`src/rtl/prog_loader_if.sv`:
```
// Byte-stream input and program-memory write port of the boot loader.
// Stream: a byte moves on any rising clk edge where in_valid && in_ready; the source holds in_byte stable while in_valid waits for in_ready.
interface prog_loader_if;
   logic        in_valid;
   logic        in_ready;
   logic [7:0]  in_byte;
   logic        mem_write;
   logic [31:0] mem_address;
   logic [31:0] mem_write_data;

   // master: byte source / memory side; slave: the loader
   modport master (
      output in_valid, in_byte,
      input  in_ready, mem_write, mem_address, mem_write_data
   );
   modport slave (
      input  in_valid, in_byte,
      output in_ready, mem_write, mem_address, mem_write_data
   );
endinterface

```
`src/rtl/prog_loader.sv`:
```
// Boot-time program memory loader: framed big-endian word stream with length
// header and additive checksum; releases the processor only on a verified frame.
module prog_loader #(
   parameter logic [31:0] BASE_ADDR = 32'h0000_0000,
   parameter int          MAX_WORDS = 1024
) (
   input  logic        clk,
   input  logic        reset,
   prog_loader_if.slave bus,
   output logic        cpu_reset,
   output logic        busy,
   output logic        done,
   output logic        error,
   output logic [15:0] word_count,
   output logic [2:0]  state_dbg
);

   typedef enum logic [2:0] {
      S_LEN_HI = 3'd0,
      S_LEN_LO = 3'd1,
      S_DATA   = 3'd2,
      S_WR     = 3'd3,
      S_CSUM   = 3'd4,
      S_DONE   = 3'd5,
      S_ERR    = 3'd6
   } state_t;

   localparam logic [16:0] MAX_LEN = 17'(MAX_WORDS);

   state_t      state;
   logic [15:0] len;
   logic [23:0] word_acc;
   logic [7:0]  csum;
   logic [1:0]  byte_idx;
   logic        xfer;
   logic [15:0] len_new;

   assign bus.in_ready = (state == S_LEN_HI) || (state == S_LEN_LO) ||
                         (state == S_DATA)   || (state == S_CSUM);
   assign busy         = (state == S_LEN_LO) || (state == S_DATA) ||
                         (state == S_WR)     || (state == S_CSUM);
   assign cpu_reset    = (state != S_DONE);
   assign state_dbg    = state;
   assign xfer         = bus.in_valid && bus.in_ready;
   assign len_new      = {len[15:8], bus.in_byte};

   always_ff @(posedge clk) begin
      if (!reset) begin
         state              <= S_LEN_HI;
         bus.mem_write      <= 1'b0;
         bus.mem_address    <= BASE_ADDR;
         bus.mem_write_data <= 32'h0;
         done               <= 1'b0;
         error              <= 1'b0;
         word_count         <= 16'h0;
         len                <= 16'h0;
         word_acc           <= 24'h0;
         csum               <= 8'h0;
         byte_idx           <= 2'd0;
      end else begin
         case (state)
            S_LEN_HI: begin
               if (xfer) begin
                  len[15:8] <= bus.in_byte;
                  state     <= S_LEN_LO;
               end
            end
            S_LEN_LO: begin
               if (xfer) begin
                  len[7:0] <= bus.in_byte;
                  if ({1'b0, len_new} > MAX_LEN) begin
                     state <= S_ERR;
                     error <= 1'b1;
                  end else if (len_new == 16'h0) begin
                     state <= S_CSUM;
                  end else begin
                     state <= S_DATA;
                  end
               end
            end
            S_DATA: begin
               if (xfer) begin
                  word_acc <= {word_acc[15:0], bus.in_byte};
                  csum     <= csum + bus.in_byte;
                  byte_idx <= byte_idx + 2'd1;
                  // Fourth byte completes the word: present it to memory next cycle.
                  if (byte_idx == 2'd3) begin
                     state              <= S_WR;
                     bus.mem_write      <= 1'b1;
                     bus.mem_write_data <= {word_acc, bus.in_byte};
                     bus.mem_address    <= BASE_ADDR + {14'h0, word_count, 2'b00};
                  end
               end
            end
            S_WR: begin
               bus.mem_write <= 1'b0;
               word_count    <= word_count + 16'd1;
               if (({1'b0, word_count} + 17'd1) < {1'b0, len}) begin
                  state <= S_DATA;
               end else begin
                  state <= S_CSUM;
               end
            end
            S_CSUM: begin
               if (xfer) begin
                  if (bus.in_byte == csum) begin
                     state <= S_DONE;
                     done  <= 1'b1;
                  end else begin
                     state <= S_ERR;
                     error <= 1'b1;
                  end
               end
            end
            S_DONE: state <= S_DONE;
            S_ERR:  state <= S_ERR;
            default: begin
               state <= S_ERR;
               error <= 1'b1;
            end
         endcase
      end
   end

endmodule

```
`src/flat_wrapper.sv`:
```
// flat-port wrapper written by rule: the top's interface ports become plain ports
module prog_loader_flat 
#(
   parameter logic [31:0] BASE_ADDR = 32'h0000_0000,
   parameter int          MAX_WORDS = 1024
)
  (clk, reset, cpu_reset, busy, done, error, word_count, state_dbg, bus_in_valid, bus_in_byte, bus_in_ready, bus_mem_write, bus_mem_address, bus_mem_write_data);
  prog_loader_if bus_i ();
  input  logic clk;
  input  logic reset;
  output logic cpu_reset;
  output logic busy;
  output logic done;
  output logic error;
  output logic [15:0] word_count;
  output logic [2:0] state_dbg;
  input wire logic [$bits(bus_i.in_valid)-1:0] bus_in_valid;
  input wire logic [$bits(bus_i.in_byte)-1:0] bus_in_byte;
  output wire logic [$bits(bus_i.in_ready)-1:0] bus_in_ready;
  output wire logic [$bits(bus_i.mem_write)-1:0] bus_mem_write;
  output wire logic [$bits(bus_i.mem_address)-1:0] bus_mem_address;
  output wire logic [$bits(bus_i.mem_write_data)-1:0] bus_mem_write_data;
  assign bus_i.in_valid = bus_in_valid;
  assign bus_i.in_byte = bus_in_byte;
  assign bus_in_ready = bus_i.in_ready;
  assign bus_mem_write = bus_i.mem_write;
  assign bus_mem_address = bus_i.mem_address;
  assign bus_mem_write_data = bus_i.mem_write_data;
  prog_loader #(.BASE_ADDR(BASE_ADDR), .MAX_WORDS(MAX_WORDS)) u_core (.clk(clk), .reset(reset), .bus(bus_i), .cpu_reset(cpu_reset), .busy(busy), .done(done), .error(error), .word_count(word_count), .state_dbg(state_dbg));
endmodule
```
`config.mk`:
```
export PLATFORM = sky130hd
export DESIGN_NAME = prog_loader_flat
export DESIGN_NICKNAME = d
export VERILOG_FILES = /design/src/rtl/prog_loader_if.sv /design/src/rtl/prog_loader.sv /design/src/flat_wrapper.sv
export SDC_FILE = /design/constraint.sdc
export NUM_CORES = 1
export LEC_CHECK = 0
export ABC_AREA = 0
export CAP_MARGIN = 0
export CORE_MARGIN = 2
export CORE_UTILIZATION = 53
export DETAILED_ROUTE_END_ITERATION = 10
export PLACE_DENSITY = 0.83
export SYNTH_ARGS = -nofsm -noshare
export SYNTH_HDL_FRONTEND = slang
export SYNTH_SLANG_ARGS = --single-unit
```
`constraint.sdc`:
```
create_clock -name clk -period 3.65 [get_ports clk]
set_clock_uncertainty 0.2 [all_clocks]
set_input_delay 0.73 -clock clk [delete_from_list [all_inputs] [get_ports clk]]
set_output_delay 0.73 -clock clk [all_outputs]
set_load 0.02 [all_outputs]
```
# Word-level counts from Yosys, hierarchy flattened
# Index checks and enable logic that the tools add are counted.
totals:
  reg_bits: 120
  latch_bits: 0
  ram_bits: 0
  romBits: 0
  output_inout_bits: 89
  memories: 0
classes:
  n_addsub: 4
  multipliers: 0
  div_mod_pow: 0
  order_cmp: 2
  n_eq_ne: 16
  n_shift: 0
  mux: 18
  n_bitwise: 1
  n_reduce_logical: 19
ops:
  columns: ["op", "count"]
  rows:
  - ["two-way mux 3 bit", 8]
  - ["one-hot mux 3 bit (6 select lines)", 1]
  - ["adder 16 x 1 -> 17 bit (second input constant)", 1]
  - ["less-than comparator 17 x 16 -> 1 bit", 1]
  - ["adder 16 x 1 -> 16 bit (second input constant)", 1]
  - ["greater-than comparator 16 x 11 -> 1 bit (second input constant)", 1]
  - ["zero test 16 bit", 1]
  - ["AND reduction 5 bit", 2]
  - ["== test 3 bit (second input constant)", 3]
  - ["AND reduction 3 bit", 3]
  - ["adder 8 bit", 1]
  - ["== test 8 bit", 1]
  - ["inequality test 2 x 1 -> 1 bit (second input constant)", 4]
  - ["== test 3 x 2 -> 1 bit (second input constant)", 2]
  - ["logical OR 1 bit", 6]
  - ["two-way mux 1 bit", 6]
  - ["inequality test 2 bit (second input constant)", 3]
  - ["AND reduction 2 bit", 3]
  - ["OR reduction 5 bit", 1]
  - ["== test 3 x 1 -> 1 bit (second input constant)", 1]
  - ["zero test 3 bit", 1]
  - ["inequality test 3 bit (second input constant)", 1]
  - ["one-hot mux 1 bit (3 select lines)", 1]
  - ["adder 2 x 1 -> 2 bit (second input constant)", 1]
  - ["6 further kinds", 6]

# Longest topological paths before layout
# Gate-level depths: netlist of the first run.
depth:
  depth_word: 7
  ltp_mapped: 11

# Worst setup path before layout of the first run
# No wires, ideal clock.
synth_timing:
  path_kind: "register -> register"
  start: "register u_core.word_count[0]"
  end: "register u_core.state[1], in the netlist u_core.state_dbg[1]"
  setup_time_ps: 116
  arrival_ps: 2546
  path_slack_ps: 788
  path_stages_with_launch: 12
  n_path_buf: 0
  period_less_slack_ps: 2862
  cell_sequence: "dfxtp_1 -> ha_1 -> nand3_2 -> nor3_2 -> and3_1 -> xor2_1 -> ha_1 -> nand3_1 -> nor4_1 -> o31ai_1 -> o211a_1 -> a41o_1"
synth_via:
  elab_chain_len: 4
synth_lines:
  columns: ["item", "line", "source"]
  rows:
  - ["from (decl)", "prog_loader.sv:14", "output logic [15:0] word_count,"]
  - ["from (signal assigned)", "prog_loader.sv:97", "word_count <= word_count + 16'd1;"]
  - ["adder 16 x 1 -> 17 bit", "prog_loader.sv:98", "if (({1'b0, word_count} + 17'd1) < {1'b0, len}) begin"]
  - ["less-than comparator 17 x 16 -> 1 bit", "prog_loader.sv:98", null]
  - ["two-way mux 3 bit", "prog_loader.sv:98", null]
  - ["one-hot mux 3 bit (6 select lines)", "prog_loader.sv:61", "case (state)"]
  - ["to (signal assigned)", "prog_loader.sv:65", "state <= S_LEN_LO;"]
  - ["to (signal assigned)", "prog_loader.sv:99", "state <= S_DATA;"]
  - ["to (signal assigned)", "prog_loader.sv:101", "state <= S_CSUM;"]
  - ["to (decl)", "prog_loader.sv:30", "state_t state;"]
# No other way between the ends.
# A chain may end at the register's enable or synchronous reset.

# Final worst setup path of the first run
layout_timing:
  start: "register u_core.state[0], in the netlist u_core.state_dbg[0]"
  end: "output port bus_in_ready"
layout_via:
  elab_chain_len: 4
  word_cells_on_any_way: 7
  cone_classes: "eq/ne (3); reduce/logical (4)"
layout_lines:
  columns: ["item", "line", "source"]
  rows:
  - ["from (signal assigned)", "prog_loader.sv:49", "state <= S_LEN_HI;"]
  - ["from (signal assigned)", "prog_loader.sv:65", null]
  - ["from (signal assigned)", "prog_loader.sv:72", "state <= S_ERR;"]
  - ["== test 3 x 1 -> 1 bit / zero test 3 bit (equally long branches)", "prog_loader.sv:38", "assign bus.in_ready = (state == S_LEN_HI) || (state == S_LEN_LO) ||"]
  - ["logical OR 1 bit (2 in series)", "prog_loader.sv:38", null]
  - ["logical OR 1 bit *", "prog_loader.sv:39", "(state == S_DATA) || (state == S_CSUM);"]
  - ["to (decl)", "flat_wrapper.sv:19", "output wire logic [$bits(bus_i.in_ready)-1:0] bus_in_ready;"]
# Mark *: on every way between the ends. The rest lies on a longest branch, timed or not.

==> run_results.csv, run 1 <==
group,metric,value,unit
worst_setup_path,r2r_setup_slack,0.54,ns
worst_setup_path,cp.depth,3,
logic_synthesis,synthTopCellsByArea,"dfxtp_1 41%, nand2_1 13%, a21boi_0 11%, ha_1 5.1%, xnor2_1 3.4%",
worst_setup_path,cp_slowest_cell,"dfxtp_1",
worst_setup_path,crit_chain,"nor2_1, or2_2, clkdlybuf4s50_1",
worst_setup_path,path_buf_inv,1,
place,port_buffers,83,
grt,grt_pass1_wl,22.5,mm
timing,worst_pin_slew,0.793,ns
detailed_routing,routed_wl,13.8,mm
logic_synthesis,yosys_warnings,0,
timing,max_slew_margin,46.8,%
hold_path,min_to,"u_core.bus.mem_write_data[15]$_SDFFE_PN0P_",
outcome,outcome,"completed",
floorplanning,fp.dieW,109,µm
logic_synthesis,synthDominantCellAreaShare,40.8,%
worst_setup_path,worstSetupEndpointType,"output port",
pwr,vdd_drop_max,0.284,mV
detailed_routing,drt_iter0_drc,258,
hold_path,whs_path_depth,2,
worst_setup_path,r2r_cells,11,
pwr,power_density,466,nW/µm²
floorplanning,die-height,109,µm
grt,overflow,0,
grt,grt_pass1_vias,4835,
floorplanning,core,10800,µm²
finish,final_common_cell,"nand2_1",
floorplanning,placementRows,38,
logic_synthesis,ys.flop_type,"dfxtp_1",
worst_setup_path,critPathTopFamily,"flip-flops",
grt,track_usage,24.1,%
worst_setup_path,crit_fanout,17,
place,gp_congestion,0.925,
timing,min_period,3.17,ns
clock_network,path_clk_slew,0.06,ns
clock_network,cts-root-buf,"clkbuf_8",
pwr,p_leak,0.00271,µW
clock_network,cts_made_buffers,17,
logic_synthesis,syn_area,5890,µm²
finish,area_delta_synth_final,23.7,%
place,place_area,6690,µm²
detailed_routing,vias_per_cell,5.41,
timing,finalMaxSlewViolations,0,
pwr,p_seq_share,40.8,%
place,dp_hpwl,9.61,mm
finish,mostFrequentLayoutCells,"205 x nand2_1, 120 x dfxtp_1, 83 x a21boi_0",
clock_network,clk_latency,0.52,ns
logic_synthesis,async_flop_share,0,%
logic_synthesis,ys_ff_latch,120,
detailed_routing,first_pass_iters,5,
timing,rsz0062_at_grt,"no",
worst_setup_path,worstSetupPathType,"flop to output port",
pwr,p_int,2580,µW
timing,tns,0,ns
finish,drive_gt1_share,6.22,%
clock_network,post_cts.repair.setup_buffers,0,
worst_setup_path,cp.arrival,2.24,ns
clock_network,cts_resized,0,
logic_synthesis,postSynthAreaPerCell,8.29,µm²
logic_synthesis,synth_cells,711,
timing,hold_viol,0,
clock_network,htreeDepth,4,
clock_network,cts_tree,"done",
worst_setup_path,slowest_delay,0.68,ns
pwr,comb_power_share,9.8,%
worst_setup_path,cp-start-kind,"flop",
pwr,sw_frac_of_total,23.9,%
logic_synthesis,ys_types,58,
timing,fmax,316,MHz
grt,grt_antenna_before_repair,0,
floorplanning,io_pins,100,
finish,nets,811,
clock_network,clock_path_buffers,2,
logic_synthesis,yosys.area.top_type,"dfxtp_1",
detailed_routing,wl_per_cell,14.8,µm
hold_path,min_from,"u_core.bus.mem_write_data[15]$_SDFFE_PN0P_",
detailed_routing,vias,5024,
logic_synthesis,synth-edff-count,0,
worst_setup_path,cp.required,2.72,ns
pwr,p_sw,810,µW
logic_synthesis,synth_seq_area_share,40.8,%
run,drv_cap,0,
timing,final-setup-viol-count,0,
clock_network,hold_buffers,0,
detailed_routing,remaining_drc_errors,0,
hold_path,hold_path.class,"flop to flop",
worst_setup_path,crit_start,"u_core.state_dbg[0]$_SDFFE_PN0P_",
floorplanning,start_util,54.4,%
floorplanning,die-area,12000,µm²
grt,grt_max_degree,52,
timing,fin_crit_sh,86.8,%
clock_network,cts.sinks,120,
finish,num_antenna_cells,0,
finish,design_area,7290,µm²
pwr,clkPwrFrac,49.4,%
worst_setup_path,r2r_end,"u_core.state_dbg[1]$_SDFFE_PN0P_",
worst_setup_path,r2r-start,"u_core.word_count[0]$_SDFFE_PN0P_",
detailed_routing,ant_nets,0,
-- cell families after synthesis --
family,share of synthesized area [%]
flip-flops,40.8
AO/OA/AOI/OAI,17.6
other,0.0636
AND/OR/NAND/NOR,23.6
XOR/XNOR,4.90
buffers and inverters,7.28
adder cells (fa/ha/maj),5.44
multiplexers,0.340
-- stage by stage --
step / std cells / power [µW] / utilization [%] / worst slack, ns / hold WS [ns]
after global routing: 928 / 3500 / 67.3 / 0.313 / 0.271
after global placement: 896 / 1720 / 61.7 / 0.548 / 0.245
after floorplan: 726 / 1650 / - / 0.788 / 0.241
after detailed placement: 896 / 1740 / 61.7 / 0.390 / 0.246
final: 928 / 3400 / 67.3 / 0.483 / 0.251
after CTS: 928 / 3400 / 67.3 / 0.477 / 0.253
-- synth_stat cells (4+ instances only) --
cell type  number
a21boi_0       83
a21boi_1       11
a21o_1          5
a21oi_1        10
and2_1         19
and3_1          4
buf_2          18
buf_4          17
clkbuf_1       21
clkbuf_2        4
dfxtp_1       120
ha_1           24
inv_1          24
nand2_1       205
nand3_1        14
nand4_1         9
nor2_1          9
nor2b_1         6
nor3_1          6
nor4_1          5
o211ai_1        5
o21ai_0         9
xnor2_1        23
xor2_1         10
-- worst min-delay path, delay by kind of cell (launching register included) --
| family | cells | cell delay (ns) |
|---|---|---|
| flops | 1 | 0.30 |
| compound gates | 1 | 0.05 |
| simple gates | 1 | 0.05 |
-- per-layer routing --
layer | vias to the layer above | GRT usage [%] | share of wire [%]
met5 | - | 0 | 0
met4 | 0 | 11.3 | 2.8
met3 | 43 | 6.28 | 6.1
met2 | 192 | 40.4 | 48
met1 | 2325 | 28.7 | 43
li1 | 2464 | - | -
-- power groups by stage --
stage                     registers, µW  clock network, µW  logic (µW)
after global placement             1410                  0         311
after floorplan                    1400                  0         248
final                              1390               1680         333
after global routing               1390               1750         365
after CTS                          1380               1690         330
after detailed placement           1410                  0         326
-- flip-flops by register name (all words and copies together) (netlist names), 2 cells and up --
register,count
u_core.csum,8
u_core.state_dbg,3
u_core.word_acc,24
u_core.byte_idx,2
u_core.bus.mem_write_data,32
u_core.len,16
u_core.word_count,16
u_core.bus.mem_address,16
-- worst max path at each step --
stage,endpoint,slack [ns]
floorplan,u_core.state_dbg[1]$_SDFFE_PN0P_,0.79
global placement,u_core.csum[4]$_SDFFE_PN0P_,0.55
detailed placement,u_core.csum[4]$_SDFFE_PN0P_,0.39
CTS,bus_in_ready,0.48
global route,u_core.state_dbg[1]$_SDFFE_PN0P_,0.31
finish,bus_in_ready,0.48
-- final cells by class --
class	count	area [µm²]
Clock buffer	25	484
Multi-Input combinational cell	520	3120
Inverter	24	90.1
Timing Repair Buffer	92	906
Fill cell	849	3550
Sequential cell	120	2400
Tap cell	140	175
Clock inverter	7	115
No activity file was read; power rests on OpenSTA's default activity.
==> run 2: changes to the inputs <==
SKIP_LAST_GASP = 1   (was not set)
==> results of run 2 <==
Final layout, timing and power as in run 1 (identical DEF).
==> run 3: changes to the inputs <==
MAX_ROUTING_LAYER = met4   (was not set)
PLACE_DENSITY = 0.8   (was 0.83)
==> run_results.csv, run 3 (same netlist as run 1, synthesis figures left out) <==
group,metric,value,unit
floorplanning,die-height,109,µm
grt,grt_pass1_wl,22.0,mm
timing,worst_pin_slew,0.743,ns
clock_network,cts_resized,0,
clock_network,post_cts.repair.setup_buffers,0,
place,gp_congestion,0.927,
grt,grt_pass1_vias,4714,
timing,fin_crit_sh,87.3,%
clock_network,cts_tree,"done",
floorplanning,start_util,54.4,%
floorplanning,core,10800,µm²
finish,fillers,910,
timing,tns,0,ns
timing,final-setup-viol-count,0,
clock_network,htreeDepth,4,
timing,hold_viol,0,
finish,final_cells,931,
floorplanning,io_pins,100,
grt,track_usage,24.2,%
worst_setup_path,slowest_delay,0.69,ns
detailed_routing,drt_iter0_drc,282,
clock_network,clock_path_buffers,2,
pwr,power_density,463,nW/µm²
worst_setup_path,crit_fanout,17,
finish,largest_reg_flops,32,
finish,mostFrequentLayoutCells,"204 x nand2_1, 120 x dfxtp_1, 83 x a21boi_0",
clock_network,clk_latency,0.52,ns
finish,area_delta_synth_final,23.9,%
worst_setup_path,r2r-start,"u_core.word_count[0]$_SDFFE_PN0P_",
finish,drive_gt1_share,7.08,%
hold_path,min_from,"u_core.bus.mem_write_data[18]$_SDFFE_PN0P_",
worst_setup_path,r2r_cells,11,
grt,grt_max_degree,51,
timing,rsz0062_at_grt,"no",
place,dp_cells,899,
worst_setup_path,r2r_end,"u_core.state_dbg[1]$_SDFFE_PN0P_",
finish,num_antenna_cells,0,
pwr,vdd_drop_max,0.253,mV
clock_network,cts.sinks,120,
detailed_routing,remaining_drc_errors,0,
detailed_routing,ant_nets,0,
worst_setup_path,worstSetupEndpointType,"output port",
floorplanning,die-area,12000,µm²
grt,grt_antenna_before_repair,0,
floorplanning,fp.dieW,109,µm
timing,max_slew_margin,50.4,%
clock_network,hold_buffers,0,
clock_network,path_clk_slew,0.06,ns
place,port_buffers,83,
timing,fmax,314,MHz
place,dp_hpwl,9.14,mm
finish,reg.largest.list,"u_core.bus.mem_write_data (32), u_core.word_acc (24)",
run,drv_cap,0,
hold_path,whs_path_depth,2,
detailed_routing,wl_per_cell,14.4,µm
hold_path,hold_path.class,"flop to flop",
finish,nets,814,
worst_setup_path,r2r_setup_slack,0.60,ns
grt,overflow,0,
detailed_routing,routed_wl,13.4,mm
timing,min_period,3.18,ns
worst_setup_path,cp-start-kind,"flop",
pwr,fin_total_pwr,3380,µW
pwr,p_leak,0.00272,µW
hold_path,min_to,"u_core.bus.mem_write_data[18]$_SDFFE_PN0P_",
worst_setup_path,crit_chain,"nor2_1, or2_2, clkdlybuf4s50_1",
worst_setup_path,cp.arrival,2.25,ns
detailed_routing,vias_per_cell,5.28,
worst_setup_path,worstSetupPathType,"flop to output port",
detailed_routing,first_pass_iters,5,
outcome,outcome,"completed",
finish,top_register,"u_core.bus.mem_write_data",
detailed_routing,vias,4917,
clock_network,cts_made_buffers,17,
worst_setup_path,cp_slowest_cell,"dfxtp_1",
finish,final_common_cell,"nand2_1",
floorplanning,placementRows,38,
clock_network,cts-root-buf,"clkbuf_8",
worst_setup_path,cp.required,2.72,ns
timing,hold-worst-slack,0.253,ns
timing,finalMaxSlewViolations,0,
[run 3: final cells by class]
type,count,area [µm²],share of cell area (%)
repair buffers,95,916,12.5
flip-flops and latches,120,2400,32.9
clock inverters,12,150,2.06
inverters,24,90.1,1.23
clock buffers,20,445,6.10
multi-input cells,520,3120,42.8
well taps,140,175,2.40
[run 3: routing by layer]
| layer | vias to the layer above | global-route usage (%) | routed length (µm) |
|---|---|---|---|
| met1 | 2279 | 29.5 | 6210 |
| met5 | - | - | 0 |
| met3 | 27 | 5.28 | 626 |
| met2 | 143 | 39.0 | 6280 |
| li1 | 2468 | - | - |
| met4 | 0 | 9.67 | 270 |
[run 3: how the worst max path moves through the flow]
| stage | slack [ns] | from | cells after the start | to |
|---|---|---|---|---|
| after floorplan | 0.79 | u_core.word_count[0]$_SDFFE_PN0P_ | 11 | u_core.state_dbg[1]$_SDFFE_PN0P_ |
| after global placement | 0.51 | bus_in_byte[0] | 9 | u_core.csum[4]$_SDFFE_PN0P_ |
| after detailed placement | 0.46 | bus_in_byte[0] | 9 | u_core.csum[4]$_SDFFE_PN0P_ |
| after CTS | 0.44 | u_core.state_dbg[0]$_SDFFE_PN0P_ | 3 | bus_in_ready |
| after global routing | 0.35 | u_core.state_dbg[0]$_SDFFE_PN0P_ | 3 | bus_in_ready |
| final | 0.47 | u_core.state_dbg[0]$_SDFFE_PN0P_ | 3 | bus_in_ready |
[run 3: worst max-delay path, delay by kind of cell (launching register included)]
kind	cells	cell delay, ns
buffers and inverters	1	0.54
flip-flops	1	0.69
AND/OR/NAND/NOR	2	0.51
[run 3: stage by stage]
step,util (%),setup WS (ns),instance area [µm²]
final,67.3,0.465,7300
after detailed placement,61.9,0.458,6710
after CTS,67.3,0.438,7300
after global routing,67.3,0.349,7300
after floorplan,-,0.788,5950
after global placement,61.9,0.509,6710
[run 3: power by group]
part	internal, µW	total, µW	switching, µW
Clock	1070	1660	590
Sequential	1340	1380	40.8
Combinational	133	332	199
